**config.mk**
```make
export PLATFORM = sky130hd
export DESIGN_NAME = alu_result_display
export DESIGN_NICKNAME = d
export VERILOG_FILES = /design/src/rtl/alu_disp_pkg.sv /design/src/rtl/seg7_hex_decoder.sv /design/src/rtl/alu_result_display.sv
export SDC_FILE = /design/constraint.sdc
export NUM_CORES = 1
export LEC_CHECK = 0
export ABC_CLOCK_PERIOD_IN_PS = 3650
export CAP_MARGIN = 10
export CORE_MARGIN = 3
export CORE_UTILIZATION = 45
export CTS_CLUSTER_SIZE = 14
export DETAILED_ROUTE_END_ITERATION = 8
export GPL_ROUTABILITY_DRIVEN = 0
export PLACE_DENSITY = 0.65
export SLEW_MARGIN = 40
export SYNTH_ARGS = -nofsm -noshare
export SYNTH_HDL_FRONTEND = slang
export SYNTH_HIERARCHICAL = 1
export SYNTH_SLANG_ARGS = --single-unit
export TNS_END_PERCENT = 20
```
**constraint.sdc**
```tcl
create_clock -name clk -period 3.65 [get_ports clk]
set_input_delay 0.73 -clock clk [delete_from_list [all_inputs] [get_ports clk]]
set_output_delay 0.73 -clock clk [all_outputs]
set_load 0.1 [all_outputs]
```
**src/rtl/alu_disp_pkg.sv**
```systemverilog
// -----------------------------------------------------------------------------
// alu_disp_pkg
// Shared definitions for the ALU result display:
//   - FSM state encoding (BLANK / SCAN / PENDING)
//   - ALU result record held in the shadow and display registers
//   - active-high 7-segment patterns {g,f,e,d,c,b,a} for 0-F, 'A', 'L', blank
//   - display symbol codes and the symbol -> pattern lookup
// -----------------------------------------------------------------------------
package alu_disp_pkg;

    localparam logic [1:0] ST_BLANK   = 2'd0;
    localparam logic [1:0] ST_SCAN    = 2'd1;
    localparam logic [1:0] ST_PENDING = 2'd2;

    typedef struct packed {
        logic [3:0] s;
        logic       cout;
        logic [2:0] op;
        logic       m;
    } alu_result_t;

    localparam logic [6:0] SEG_0     = 7'h3F;
    localparam logic [6:0] SEG_1     = 7'h06;
    localparam logic [6:0] SEG_2     = 7'h5B;
    localparam logic [6:0] SEG_3     = 7'h4F;
    localparam logic [6:0] SEG_4     = 7'h66;
    localparam logic [6:0] SEG_5     = 7'h6D;
    localparam logic [6:0] SEG_6     = 7'h7D;
    localparam logic [6:0] SEG_7     = 7'h07;
    localparam logic [6:0] SEG_8     = 7'h7F;
    localparam logic [6:0] SEG_9     = 7'h6F;
    localparam logic [6:0] SEG_A     = 7'h77;
    localparam logic [6:0] SEG_B     = 7'h7C;
    localparam logic [6:0] SEG_C     = 7'h39;
    localparam logic [6:0] SEG_D     = 7'h5E;
    localparam logic [6:0] SEG_E     = 7'h79;
    localparam logic [6:0] SEG_F     = 7'h71;
    localparam logic [6:0] SEG_L     = 7'h38;
    localparam logic [6:0] SEG_BLANK = 7'h00;

    // Symbol codes: 0..15 are hex digits (so 'A' shares code 10), then extras.
    localparam logic [4:0] SYM_A     = 5'd10;
    localparam logic [4:0] SYM_L     = 5'd16;
    localparam logic [4:0] SYM_BLANK = 5'd17;

    function automatic logic [6:0] seg_pattern(input logic [4:0] sym);
        logic [6:0] pat;
        pat = SEG_BLANK;
        case (sym)
            5'd0:    pat = SEG_0;
            5'd1:    pat = SEG_1;
            5'd2:    pat = SEG_2;
            5'd3:    pat = SEG_3;
            5'd4:    pat = SEG_4;
            5'd5:    pat = SEG_5;
            5'd6:    pat = SEG_6;
            5'd7:    pat = SEG_7;
            5'd8:    pat = SEG_8;
            5'd9:    pat = SEG_9;
            5'd10:   pat = SEG_A;
            5'd11:   pat = SEG_B;
            5'd12:   pat = SEG_C;
            5'd13:   pat = SEG_D;
            5'd14:   pat = SEG_E;
            5'd15:   pat = SEG_F;
            SYM_L:   pat = SEG_L;
            default: pat = SEG_BLANK;
        endcase
        return pat;
    endfunction

endpackage

```
**src/rtl/seg7_hex_decoder.sv**
```systemverilog
// -----------------------------------------------------------------------------
// seg7_hex_decoder
// Combinational symbol -> 7-segment decoder with selectable output polarity.
// Ports:
//   sym        in  5  symbol code (0-15 hex, SYM_L, anything else blank)
//   active_low in  1  1: invert pattern for active-low segment drivers
//   seg        out 7  segments {g,f,e,d,c,b,a}
// -----------------------------------------------------------------------------
module seg7_hex_decoder
    import alu_disp_pkg::*;
(
    input  logic [4:0] sym,
    input  logic       active_low,
    output logic [6:0] seg
);

    always_comb begin
        seg = seg_pattern(sym) ^ {7{active_low}};
    end

endmodule

```
**src/rtl/alu_result_display.sv**
```systemverilog
// -----------------------------------------------------------------------------
// alu_result_display
// Accepts ALU results on a valid/ready handshake and shows them on a 4-digit
// multiplexed 7-segment display: digit0 = s (hex), digit1 = carry, digit2 = Op,
// digit3 = 'A' (M=1) or 'L' (M=0). A new result is parked in a shadow register
// and copied to the display register only at a frame boundary, so one frame
// never mixes old and new data.
// Optional feature macro: CARRY_BLINK_EN -- when defined, all digits blank for
// alternate groups of BLINK_FRAMES frames while the displayed carry is 1
// (visible group first after each commit).
// Ports:
//   clk, rst (async, active-high)
//   ld_valid/ld_ready  handshake; ld_s[3:0], ld_cout, ld_op[2:0], ld_m data
//   seg[6:0] {g,f,e,d,c,b,a}, dp (always off), an[3:0] (an[0] = digit0)
// -----------------------------------------------------------------------------
module alu_result_display
    import alu_disp_pkg::*;
#(
    parameter int REFRESH_DIV    = 100000,
    parameter int SEG_ACTIVE_LOW = 1,
    parameter int BLINK_FRAMES   = 64
) (
    input  logic       clk,
    input  logic       rst,
    input  logic       ld_valid,
    output logic       ld_ready,
    input  logic [3:0] ld_s,
    input  logic       ld_cout,
    input  logic [2:0] ld_op,
    input  logic       ld_m,
    output logic [6:0] seg,
    output logic       dp,
    output logic [3:0] an
);

    localparam int               CNT_W   = (REFRESH_DIV > 2) ? $clog2(REFRESH_DIV) : 1;
    localparam logic [CNT_W-1:0] CNT_MAX = CNT_W'(REFRESH_DIV - 1);
    localparam logic             ACT_LOW = (SEG_ACTIVE_LOW != 0);

    if (REFRESH_DIV < 2) begin : g_bad_div
        $error("REFRESH_DIV must be >= 2");
    end
    if (BLINK_FRAMES < 1) begin : g_bad_blink
        $error("BLINK_FRAMES must be >= 1");
    end

    logic [1:0]       state_q, state_d;
    logic [CNT_W-1:0] cnt_q, cnt_d;
    logic [1:0]       idx_q, idx_d;
    alu_result_t      shadow_q, shadow_d;
    alu_result_t      disp_q, disp_d;
    logic             disp_vld_q, disp_vld_d;
    logic [6:0]       seg_q;
    logic [3:0]       an_q, an_d;

    logic             tc;
    logic             boundary;
    logic             accept;
    logic             commit;
    logic             show;
    logic             blink_blank;
    logic [4:0]       sym;
    logic [6:0]       seg_dec;

    assign ld_ready = (state_q != ST_PENDING);
    assign accept   = ld_valid && ld_ready;
    assign tc       = (cnt_q == CNT_MAX);
    assign boundary = tc && (idx_q == 2'd3);
    assign commit   = (state_q == ST_PENDING) && boundary;

    // Refresh counter and digit index run in every state, including BLANK.
    always_comb begin
        cnt_d = tc ? '0 : cnt_q + 1'b1;
        idx_d = tc ? idx_q + 2'd1 : idx_q;
    end

    // Handshake FSM. An accept on a boundary cycle lands in PENDING after that
    // boundary, so it commits at the following one.
    always_comb begin
        state_d    = state_q;
        shadow_d   = shadow_q;
        disp_d     = disp_q;
        disp_vld_d = disp_vld_q;
        case (state_q)
            ST_BLANK, ST_SCAN: begin
                if (accept) begin
                    shadow_d = '{s: ld_s, cout: ld_cout, op: ld_op, m: ld_m};
                    state_d  = ST_PENDING;
                end
            end
            ST_PENDING: begin
                if (boundary) begin
                    disp_d     = shadow_q;
                    disp_vld_d = 1'b1;
                    state_d    = ST_SCAN;
                end
            end
            default: state_d = ST_BLANK;
        endcase
    end

`ifdef CARRY_BLINK_EN
    localparam int               BLK_W   = $clog2(BLINK_FRAMES + 1);
    localparam logic [BLK_W-1:0] BLK_MAX = BLK_W'(BLINK_FRAMES - 1);

    logic [BLK_W-1:0] blk_cnt_q, blk_cnt_d;
    logic             blk_phase_q, blk_phase_d;

    // Frame counter restarts on commit so every new result starts visible.
    always_comb begin
        blk_cnt_d   = blk_cnt_q;
        blk_phase_d = blk_phase_q;
        if (commit) begin
            blk_cnt_d   = '0;
            blk_phase_d = 1'b0;
        end else if (boundary) begin
            if (blk_cnt_q == BLK_MAX) begin
                blk_cnt_d   = '0;
                blk_phase_d = ~blk_phase_q;
            end else begin
                blk_cnt_d = blk_cnt_q + 1'b1;
            end
        end
        blink_blank = disp_q.cout && blk_phase_q;
    end

    always_ff @(posedge clk or posedge rst) begin
        if (rst) begin
            blk_cnt_q   <= '0;
            blk_phase_q <= 1'b0;
        end else begin
            blk_cnt_q   <= blk_cnt_d;
            blk_phase_q <= blk_phase_d;
        end
    end
`else
    always_comb begin
        blink_blank = 1'b0;
    end
`endif

    // Digit mux. Slot cycle 0 is forced dark so the previous digit's segments
    // never flash on the next anode.
    always_comb begin
        show = disp_vld_q && (cnt_q != '0) && !blink_blank;
        case (idx_q)
            2'd0:    sym = {1'b0, disp_q.s};
            2'd1:    sym = {4'b0000, disp_q.cout};
            2'd2:    sym = {2'b00, disp_q.op};
            default: sym = disp_q.m ? SYM_A : SYM_L;
        endcase
        if (!show) begin
            sym = SYM_BLANK;
        end
        an_d = (show ? (4'b0001 << idx_q) : 4'b0000) ^ {4{ACT_LOW}};
    end

    seg7_hex_decoder u_dec (
        .sym        (sym),
        .active_low (ACT_LOW),
        .seg        (seg_dec)
    );

    always_ff @(posedge clk or posedge rst) begin
        if (rst) begin
            state_q    <= ST_BLANK;
            cnt_q      <= '0;
            idx_q      <= 2'd0;
            shadow_q   <= '0;
            disp_q     <= '0;
            disp_vld_q <= 1'b0;
            seg_q      <= {7{ACT_LOW}};
            an_q       <= {4{ACT_LOW}};
        end else begin
            state_q    <= state_d;
            cnt_q      <= cnt_d;
            idx_q      <= idx_d;
            shadow_q   <= shadow_d;
            disp_q     <= disp_d;
            disp_vld_q <= disp_vld_d;
            seg_q      <= seg_dec;
            an_q       <= an_d;
        end
    end

    assign seg = seg_q;
    assign an  = an_q;
    assign dp  = ACT_LOW;

endmodule
```
==> results.sh, run 1 <==
export IMPL_outcome="finished, final reports clean"
export IMPL_period_share_pct=93.8
export IMPL_via_count=1604
export IMPL_port_buffers=23
export IMPL_powerDensity_nw_per_um2=363
export IMPL_cts_setup_buffers=0
export IMPL_fin_nets=270
export IMPL_synth_edff_count=0
export IMPL_hold_path_startpoint="disp_vld_q"
export IMPL_r2r_end="seg[3]"
export IMPL_cts_max_path_buffers=2
export IMPL_cp_required_ns=3.88
export IMPL_setup_viol=0
export IMPL_grt_max_degree=52
export IMPL_maxSlewViolCount=0
export IMPL_cts_root_buf="clkbuf_8"
export IMPL_htree_levels=2
export IMPL_synth_ff_type="dfrtp_1"
export IMPL_multi_input_area_sq_um=1230
export IMPL_async_flop_share_pct=100
export IMPL_die_area_sq_um=6760
export IMPL_max_freq_ghz=0.292
export IMPL_syn_avg_cell_area_sq_um=11.9
export IMPL_crit_path_max_fanout=9
export IMPL_core_sq_um=5570
export IMPL_grt_usage_pct=14.0
export IMPL_cts_hold_buf=0
export IMPL_fp_dieH_um=82.2
export IMPL_p_leak_nw=1.28
export IMPL_drive_gt1_share_pct=26.4
export IMPL_syn_area_sq_um=2620
export IMPL_seq_area_sq_um=1290
export IMPL_place_area_sq_um=2830
export IMPL_antenna_found_initial=0
export IMPL_start_util_pct=46.9
export IMPL_max_cap_viol_count=0
export IMPL_worstReg2RegStart="cnt_q[11]"
export IMPL_first_pass_iters=4
export IMPL_area_delta_synth_final_pct=11.8
export IMPL_io_pins=25
export IMPL_cts_tree="yes"
export IMPL_die_w_um=82.2
export IMPL_grt_pass1_wl_um=7090
export IMPL_ys_ff_latch=51
export IMPL_drt_iter0_markers=98
export IMPL_yosysSeqAreaShare_pct=49.3
export IMPL_finalHoldViolations=0
export IMPL_insertion_delay_ns=0.31
export IMPL_fin_area_sq_um=2920
export IMPL_whs_endpoint="disp_vld_q"
export IMPL_grt_pass1_vias=1461
export IMPL_criticalPathCategory="reg -> reg"
export IMPL_diodes=0
export IMPL_fin_tns_setup_ns=0
export IMPL_rsz0062_at_grt="no"
export IMPL_skew_ns=0.0118
export IMPL_rrSetupSlack_ns=0.23
export IMPL_worst_slew_pin_slew_ns=0.812
export IMPL_grt_overflow_total=0
export IMPL_relSlewSlack_pct=45.8
export IMPL_synth_warnings=6
export IMPL_drc=0
export IMPL_clock_sinks=51
export IMPL_min_period_ns=3.42
export IMPL_cts_buffers=5
export IMPL_hold_class="reg -> reg"
export IMPL_cts_clk_slew_worst_paths_ns=0.09
export IMPL_drt_wl_total_um=4130
export IMPL_num_rows=27
export IMPL_end_kind="flop"
export IMPL_rr_worst_depth=10
export IMPL_min_path_cells=1
export IMPL_arrival_ns=3.65
export IMPL_drtAntennaViolNets=0
export IMPL_vias_per_cell=5.04
export IMPL_crit_path_start_kind="flop"
export IMPL_wire_per_inst_um=13.0
export IMPL_ys_types=46
export IMPL_hpwl_um=2990
export IMPL_vdd_drop_max_uv=287
export IMPL_nFillCells=507
export IMPL_synth_cells=220
## flip-flops by register name (all words and copies together) (netlist names)
register and count:
seg 7, an 4, state_q 2, idx_q 2, disp_q 9, disp_vld_q 1
shadow_q 9, cnt_q 17
## worst max-delay path by stage
stage | cells after the start | endpoint | slack [ns] | from
2_1_floorplan | 10 | seg[3] | 0.42 | cnt_q[11]
3_3_place_gp | 10 | seg[3] | 0.30 | cnt_q[11]
3_5_place_dp | 10 | seg[3] | 0.19 | cnt_q[11]
4_1_cts | 10 | seg[3] | 0.16 | cnt_q[11]
5_1_grt | 10 | seg[3] | 0.05 | cnt_q[11]
6_report | 10 | seg[3] | 0.23 | cnt_q[11]
## cells by family (layout without fill, tap and decap cells)
family          after synthesis  in the layout  synth area share (%)
fa+ha+maj                    13             13                  6.22
xor+xnor                     22             22                  7.37
buf+inv                      19             44                  3.83
simple gates                 70             70                  16.1
compound gates               21             21                  5.65
other cells                   1              2                 0.143
flops                        51             51                  49.3
mux                          23             23                  11.3
## cells in the mapped netlist (all sizes together), types with 2 or more instances
cell type / count / area, sq um
dfrtp: 40 / 1000
mux2: 19 / 244
nand2: 14 / 52.6
ha: 13 / 163
inv: 12 / 45.0
nor2: 12 / 45.0
dfstp: 11 / 289
o21ai: 11 / 55.1
xnor2: 11 / 96.3
xor2: 11 / 96.3
nand3: 7 / 35.0
nand4: 6 / 37.5
nor4: 6 / 67.6
buf: 5 / 47.5
nor3: 4 / 20.0
a21oi: 3 / 15.0
mux2i: 3 / 30.0
or2: 3 / 18.8
or3: 3 / 18.8
a221oi: 2 / 30.0
and2: 2 / 12.5
and2b: 2 / 18.8
clkbuf: 2 / 7.51
nand3b: 2 / 15.0
nor3b: 2 / 15.0
or4: 2 / 22.5
## layer usage
metal	global-route usage, %	routed length, um
met3	3.58	192
met1	19.5	2100
met2	20.8	1750
met4	5.98	81
met5	0	0
## report_power, final
part	internal [mW]	switching [mW]	total (mW)	leakage, nW
Clock	0.138	0.179	0.317	0.0454
Combinational	0.0470	0.0683	0.115	0.602
Sequential	0.611	0.0195	0.631	0.636
Total	0.796	0.267	1.06	1.28
## repair_timing
item                                   4_1_cts  5_1_grt
endpoints found under the hold margin        0        0
setup endpoints to repair                    0        1
resized for setup                            0        1
## critical path, stage by stage (launching register included)
cell and delay, ns:
dfrtp_1 0.44, or4_4 0.57, or4_4 0.45, o31a_1 0.41
o21ai_1 0.24, inv_1 0.16, ha_1 0.30, inv_1 0.04
mux4_2 0.45, o21ai_1 0.17, xor2_1 0.08
## cell type report
| type | instances | share of cell area, % |
|---|---|---|
| clock buffer | 6 | 2.48 |
| clock inverter | 2 | 0.599 |
| inverter | 12 | 1.63 |
| multi-input combinational | 151 | 42.0 |
| sequential | 51 | 44.1 |
| tap | 72 | 3.08 |
| timing repair buffer | 24 | 6.08 |
## through the flow
stage | total power [mW] | util (%) | instances | hold WS [ns] | worst slack (ns)
finish | 1.06 | 52.5 | 318 | 0.477 | 0.226
CTS | 1.08 | 52.5 | 318 | 0.485 | 0.160
global placement | 0.761 | 51.9 | 310 | 0.457 | 0.298
global route | 1.12 | 52.5 | 318 | 0.514 | 0.0525
detailed placement | 0.760 | 50.8 | 310 | 0.464 | 0.185
floorplan | 0.733 | - | 221 | 0.440 | 0.421
## placed cells by master (no fill, tap or decap), drive strengths merged, types with 6 or more instances in the layout
cell type	synthesis	routed
nand3	7	7
xor2	11	11
xnor2	11	11
nor4	6	6
buf	5	13
nor2	12	12
nand2	14	14
clkbuf	2	6
ha	13	13
dfstp	11	11
mux2	19	19
nand4	6	6
o21ai	11	11
dfrtp	40	40
clkdlybuf4s50	0	11
inv	12	12
(Power assumes the default switching activity.)
==> run 2: changes to the inputs <==
--- a/config.mk
+++ b/config.mk
@@ -12,7 +12,7 @@
 export CTS_CLUSTER_SIZE = 14
 export DETAILED_ROUTE_END_ITERATION = 8
 export GPL_ROUTABILITY_DRIVEN = 0
-export PLACE_DENSITY = 0.65
+export PLACE_DENSITY = 0.74
 export SLEW_MARGIN = 40
 export SYNTH_ARGS = -nofsm -noshare
 export SYNTH_HDL_FRONTEND = slang
==> run 2 against run 1 <==
Setup slack worse by 0.019 ns. Global-route usage up 0.79 points. Combinational power about the same. Clock power up 22%. Final cell count is 0.31% lower. Sequential share of layout area down 0.19 points. Hold slack improved by 0.022 ns. Flip-flop and latch count unchanged. Via count rose by 1.4%. Total power is 6.6% higher. Critical path type unchanged. Critical endpoint unchanged. Highest routed layer unchanged.
==> results.sh, run 2 (synthesis results as in run 1) <==
export IMPL_outcome="finished, final reports clean"
export IMPL_skew_ns=0.00800
export IMPL_end_kind="flop"
export IMPL_cts_tree="yes"
export IMPL_seq_area_sq_um=1290
export IMPL_final_cell_mix="40 x dfrtp_1, 14 x nand2_1, 13 x ha_1, 12 x nor2_1, 12 x buf_2"
export IMPL_area_delta_synth_final_pct=12.3
export IMPL_maxSlewViolCount=0
export IMPL_p_seq_share_pct=55.7
export IMPL_rr_worst_depth=10
export IMPL_fin_nets=269
export IMPL_multi_input_area_sq_um=1230
export IMPL_vias_per_cell=5.13
export IMPL_max_cap_viol_count=0
export IMPL_min_path_cells=1
export IMPL_reg_largest_list="cnt_q x17, disp_q x9, shadow_q x9"
export IMPL_drt_wl_total_um=4250
export IMPL_htree_levels=2
export IMPL_path_buf_inv=2
export IMPL_num_rows=27
export IMPL_hold_class="reg -> reg"
export IMPL_arrival_ns=3.67
export IMPL_setup_viol=0
export IMPL_crit_path_start="cnt_q[11]"
export IMPL_regMostFlops="cnt_q"
export IMPL_min_period_ns=3.44
export IMPL_worst_slew_pin_slew_ns=0.767
export IMPL_drc=0
export IMPL_grt_pass1_wl_um=7730
export IMPL_cts_setup_buffers=0
export IMPL_hold_path_startpoint="disp_vld_q"
export IMPL_nFillCells=520
export IMPL_whs_endpoint="disp_vld_q"
export IMPL_wire_per_inst_um=13.4
export IMPL_grt_pass1_vias=1629
export IMPL_fin_area_sq_um=2940
export IMPL_cpPeakStageDelay_ns=0.58
export IMPL_final_core_util_pct=52.7
export IMPL_drt_iter0_markers=146
export IMPL_place_area_sq_um=2830
export IMPL_io_pins=25
export IMPL_rrSetupSlack_ns=0.21
export IMPL_cts_hold_buf=0
export IMPL_cts_buffers=5
export IMPL_die_w_um=82.2
export IMPL_crit_chain="or4_4, or4_4, o31a_1, o21ai_1, inv_1, ha_1, inv_1, mux4_2, o21ai_1, xor2_1"
export IMPL_cts_resized=0
export IMPL_crit_path_max_fanout=9
export IMPL_fp_dieH_um=82.2
export IMPL_largest_reg_flops=17
export IMPL_hpwl_um=3130
export IMPL_switching_share_pct=23.9
export IMPL_powerDensity_nw_per_um2=386
export IMPL_power_internal_uw=863
export IMPL_r2r_end="seg[3]"
export IMPL_drive_gt1_share_pct=26.1
export IMPL_crit_path_start_kind="flop"
export IMPL_worstReg2RegStart="cnt_q[11]"
export IMPL_crit_slowest_cell="or4_4"
export IMPL_crit_family="simple AND/OR/NAND/NOR gates"
export IMPL_core_sq_um=5570
export IMPL_cts_root_buf="clkbuf_8"
export IMPL_insertion_delay_ns=0.30
export IMPL_p_switching_uw=271
export IMPL_final_common_cell="dfrtp_1"
export IMPL_cp_required_ns=3.87
export IMPL_grt_overflow_total=0
export IMPL_fin_tns_setup_ns=0
export IMPL_clock_sinks=51
export IMPL_port_buffers=23
export IMPL_first_pass_iters=4
export IMPL_grt_max_degree=52
export IMPL_cts_max_path_buffers=2
export IMPL_comb_power_share_pct=10.2
export IMPL_drtAntennaViolNets=0
export IMPL_finalHoldViolations=0
export IMPL_die_area_sq_um=6760
export IMPL_start_util_pct=46.9
export IMPL_diodes=0
export IMPL_via_count=1627
export IMPL_max_freq_ghz=0.290
export IMPL_pwr_share_clk_pct=34.0
export IMPL_cts_clk_slew_worst_paths_ns=0.09
export IMPL_vdd_drop_max_uv=237
export IMPL_total_power_mw=1.13
export IMPL_criticalPathCategory="reg -> reg"
export IMPL_holdWs_ns=0.499
export IMPL_antenna_found_initial=0
export IMPL_rsz0062_at_grt="no"
export IMPL_period_share_pct=94.3
export IMPL_grt_usage_pct=14.8
export IMPL_p_leak_nw=1.28
export IMPL_relSlewSlack_pct=48.8
==> run 2: per-layer routing <==
layer  global-route usage [%]  share of wire [%]  vias to the layer above
li1                         -                  -                      811
met1                     19.4                 47                      788
met2                     24.4                 48                       26
met3                     3.90                3.7                        2
met4                     3.99               0.68                        0
met5                        0                  0                        -
==> run 2: area by class of cell <==
| cell class | instances | area share, % |
|---|---|---|
| inverter | 12 | 1.62 |
| clock buffer | 6 | 2.47 |
| sequential | 51 | 43.9 |
| tap | 72 | 3.07 |
| multi-input combinational | 151 | 41.8 |
| clock inverter | 2 | 1.28 |
| timing repair buffer | 23 | 5.79 |
==> run 2: stage by stage <==
| step | instances | setup slack (ns) |
|---|---|---|
| 3_3_place_gp | 309 | 0.300 |
| 6_report | 317 | 0.207 |
| 4_1_cts | 317 | 0.140 |
| 5_1_grt | 317 | 0.0381 |
| 3_5_place_dp | 309 | 0.163 |
| 2_1_floorplan | 221 | 0.421 |
==> run 2: worst max path at each step <==
| stage | to | slack [ns] | depth (start not counted) |
|---|---|---|---|
| 2_1_floorplan | seg[3] | 0.42 | 10 |
| 6_report | seg[3] | 0.21 | 10 |
| 4_1_cts | seg[3] | 0.14 | 10 |
| 5_1_grt | seg[3] | 0.04 | 10 |
| 3_3_place_gp | seg[3] | 0.30 | 10 |
| 3_5_place_dp | seg[3] | 0.16 | 10 |
==> run 2: power groups by stage <==
| stage | logic [mW] | clock network (mW) | registers [mW] |
|---|---|---|---|
| 2_1_floorplan | 0.0652 | 0 | 0.668 |
| 3_3_place_gp | 0.119 | 0 | 0.642 |
| 3_5_place_dp | 0.119 | 0 | 0.644 |
| 4_1_cts | 0.119 | 0.398 | 0.633 |
| 5_1_grt | 0.128 | 0.428 | 0.639 |
| 6_report | 0.116 | 0.386 | 0.632 |
==> run 3: changes to the inputs <==
--- a/config.mk
+++ b/config.mk
@@ -13,9 +13,9 @@
 export DETAILED_ROUTE_END_ITERATION = 8
 export GPL_ROUTABILITY_DRIVEN = 0
 export PLACE_DENSITY = 0.74
+export RECOVER_POWER = 50
 export SLEW_MARGIN = 40
 export SYNTH_ARGS = -nofsm -noshare
 export SYNTH_HDL_FRONTEND = slang
 export SYNTH_HIERARCHICAL = 1
 export SYNTH_SLANG_ARGS = --single-unit
-export TNS_END_PERCENT = 20
==> run 3 against run 2 <==
The flow now finishes with violations (max-capacitance violations, max-slew violations). Fmax hardly changed. Sequential power hardly changed. Utilization hardly changed. Hold slack worse by 0.00078 ns.
==> results.sh, run 3 (synthesis results as in run 1) <==
export IMPL_outcome="finished, violations left"
export IMPL_power_internal_uw=863
export IMPL_arrival_ns=3.67
export IMPL_p_leak_nw=1.28
export IMPL_switching_share_pct=23.9
export IMPL_total_power_mw=1.13
export IMPL_crit_path_max_fanout=9
export IMPL_multi_input_area_sq_um=1230
export IMPL_port_buffers=23
export IMPL_htree_levels=2
export IMPL_nFillCells=521
export IMPL_finalHoldViolations=0
export IMPL_drt_iter0_markers=146
export IMPL_vdd_drop_max_uv=237
export IMPL_place_area_sq_um=2830
export IMPL_die_area_sq_um=6760
export IMPL_crit_chain="or4_4, or4_4, o31a_1, o21ai_1, inv_1, ha_1, inv_1, mux4_2, o21ai_1, xor2_1"
export IMPL_end_kind="flop"
export IMPL_max_cap_viol_count=1
export IMPL_grt_overflow_total=0
export IMPL_p_seq_share_pct=55.8
export IMPL_rsz0062_at_grt="no"
export IMPL_hold_class="reg -> reg"
export IMPL_crit_slowest_cell="or4_4"
export IMPL_period_share_pct=94.3
export IMPL_worst_slew_pin_slew_ns=2.10
export IMPL_min_period_ns=3.44
export IMPL_crit_family="simple AND/OR/NAND/NOR gates"
export IMPL_path_buf_inv=2
export IMPL_cts_buffers=5
export IMPL_drtAntennaViolNets=0
export IMPL_comb_power_share_pct=10.2
export IMPL_drc=0
export IMPL_antenna_found_initial=0
export IMPL_cts_root_buf="clkbuf_8"
export IMPL_violations="max-capacitance violations, max-slew violations"
export IMPL_criticalPathCategory="reg -> reg"
export IMPL_final_cell_mix="40 x dfrtp_1, 14 x nand2_1, 13 x ha_1, 12 x nor2_1, 12 x buf_2"
export IMPL_drt_wl_total_um=4250
export IMPL_regMostFlops="cnt_q"
export IMPL_drive_gt1_share_pct=26.1
export IMPL_insertion_delay_ns=0.30
export IMPL_core_sq_um=5570
export IMPL_cts_resized=0
export IMPL_vias_per_cell=5.14
export IMPL_fin_area_sq_um=2940
export IMPL_fin_tns_setup_ns=0
export IMPL_fp_dieH_um=82.2
export IMPL_cts_setup_buffers=0
export IMPL_first_pass_iters=4
export IMPL_num_rows=27
export IMPL_fin_nets=269
export IMPL_grt_usage_pct=14.8
export IMPL_cts_max_path_buffers=2
export IMPL_start_util_pct=46.9
export IMPL_diodes=0
export IMPL_cp_required_ns=3.87
export IMPL_wire_per_inst_um=13.4
export IMPL_grt_pass1_wl_um=7730
export IMPL_cts_tree="yes"
export IMPL_setup_viol=0
export IMPL_pwr_share_clk_pct=34.1
export IMPL_via_count=1630
export IMPL_maxSlewViolCount=52
export IMPL_p_switching_uw=270
export IMPL_io_pins=25
export IMPL_clock_sinks=51
export IMPL_reg_largest_list="cnt_q x17, disp_q x9, shadow_q x9"
export IMPL_crit_path_start_kind="flop"
export IMPL_grt_max_degree=52
export IMPL_powerDensity_nw_per_um2=386
export IMPL_fin_ws_ns=0.207
export IMPL_largest_reg_flops=17
export IMPL_grt_pass1_vias=1629
export IMPL_final_common_cell="dfrtp_1"
export IMPL_hpwl_um=3130
export IMPL_instances_no_fill=317
export IMPL_cts_hold_buf=0
export IMPL_place_ws_ns=0.163
export IMPL_skew_ns=0.00800
export IMPL_placed_cells=309
export IMPL_seq_area_sq_um=1290
export IMPL_die_w_um=82.2
export IMPL_relSlewSlack_pct=-40.7
export IMPL_cts_clk_slew_worst_paths_ns=0.09
export IMPL_max_freq_ghz=0.290
export IMPL_area_delta_synth_final_pct=12.2
export IMPL_cpPeakStageDelay_ns=0.58
==> run 3: cell count changes in the layout (fill, tap and decap cells not counted), sizes merged <==
cell,before,now
dlygate4sd3,0,1
inv,12,11
clkinvlp,1,2
clkdlybuf4s50,11,10
==> run 3: path summary, 6_finish.rpt <==
kind / end / slack (ns) / depth (start not counted) / start
worst max-delay path: seg[3] / 0.21 / 10 / cnt_q[11]
worst min-delay path: disp_vld_q / 0.50 / 1 / disp_vld_q
worst max register to register: seg[3] / 0.21 / 10 / cnt_q[11]
worst min register to register: disp_vld_q / 0.50 / 1 / disp_vld_q
max in group asynchronous: idx_q[1] / 1.27 / 2 / rst
min in group asynchronous: cnt_q[3] / 1.44 / 2 / rst
==> run 3: metrics by stage <==
step | hold WS, ns | utilization, %
floorplan | 0.440 | -
global placement | 0.475 | 51.7
detailed placement | 0.477 | 50.7
CTS | 0.501 | 52.7
global route | 0.521 | 52.7
finish | 0.498 | 52.7
==> run 3: power groups by stage <==
stage	sequential (mW)	combinational [mW]	clock, mW
global route	0.639	0.127	0.428
floorplan	0.668	0.0652	0
global placement	0.642	0.119	0
detailed placement	0.644	0.119	0
finish	0.632	0.115	0.386
CTS	0.633	0.119	0.398
==> run 3: layer usage <==
metal | vias to the layer above | GRT usage (%) | part of all wire, %
li1 | 811 | - | -
met1 | 791 | 19.4 | 47
met2 | 26 | 24.4 | 48
met3 | 2 | 3.90 | 3.7
met4 | 0 | 3.99 | 0.68
met5 | - | 0 | 0
==> run 3: final cells by class <==
cell class	count	share of cell area, %
Multi-Input combinational cell	151	41.9
Tap cell	72	3.07
Clock inverter	2	1.28
Inverter	12	1.58
Sequential cell	51	43.9
Timing Repair Buffer	23	5.80
Clock buffer	6	2.47
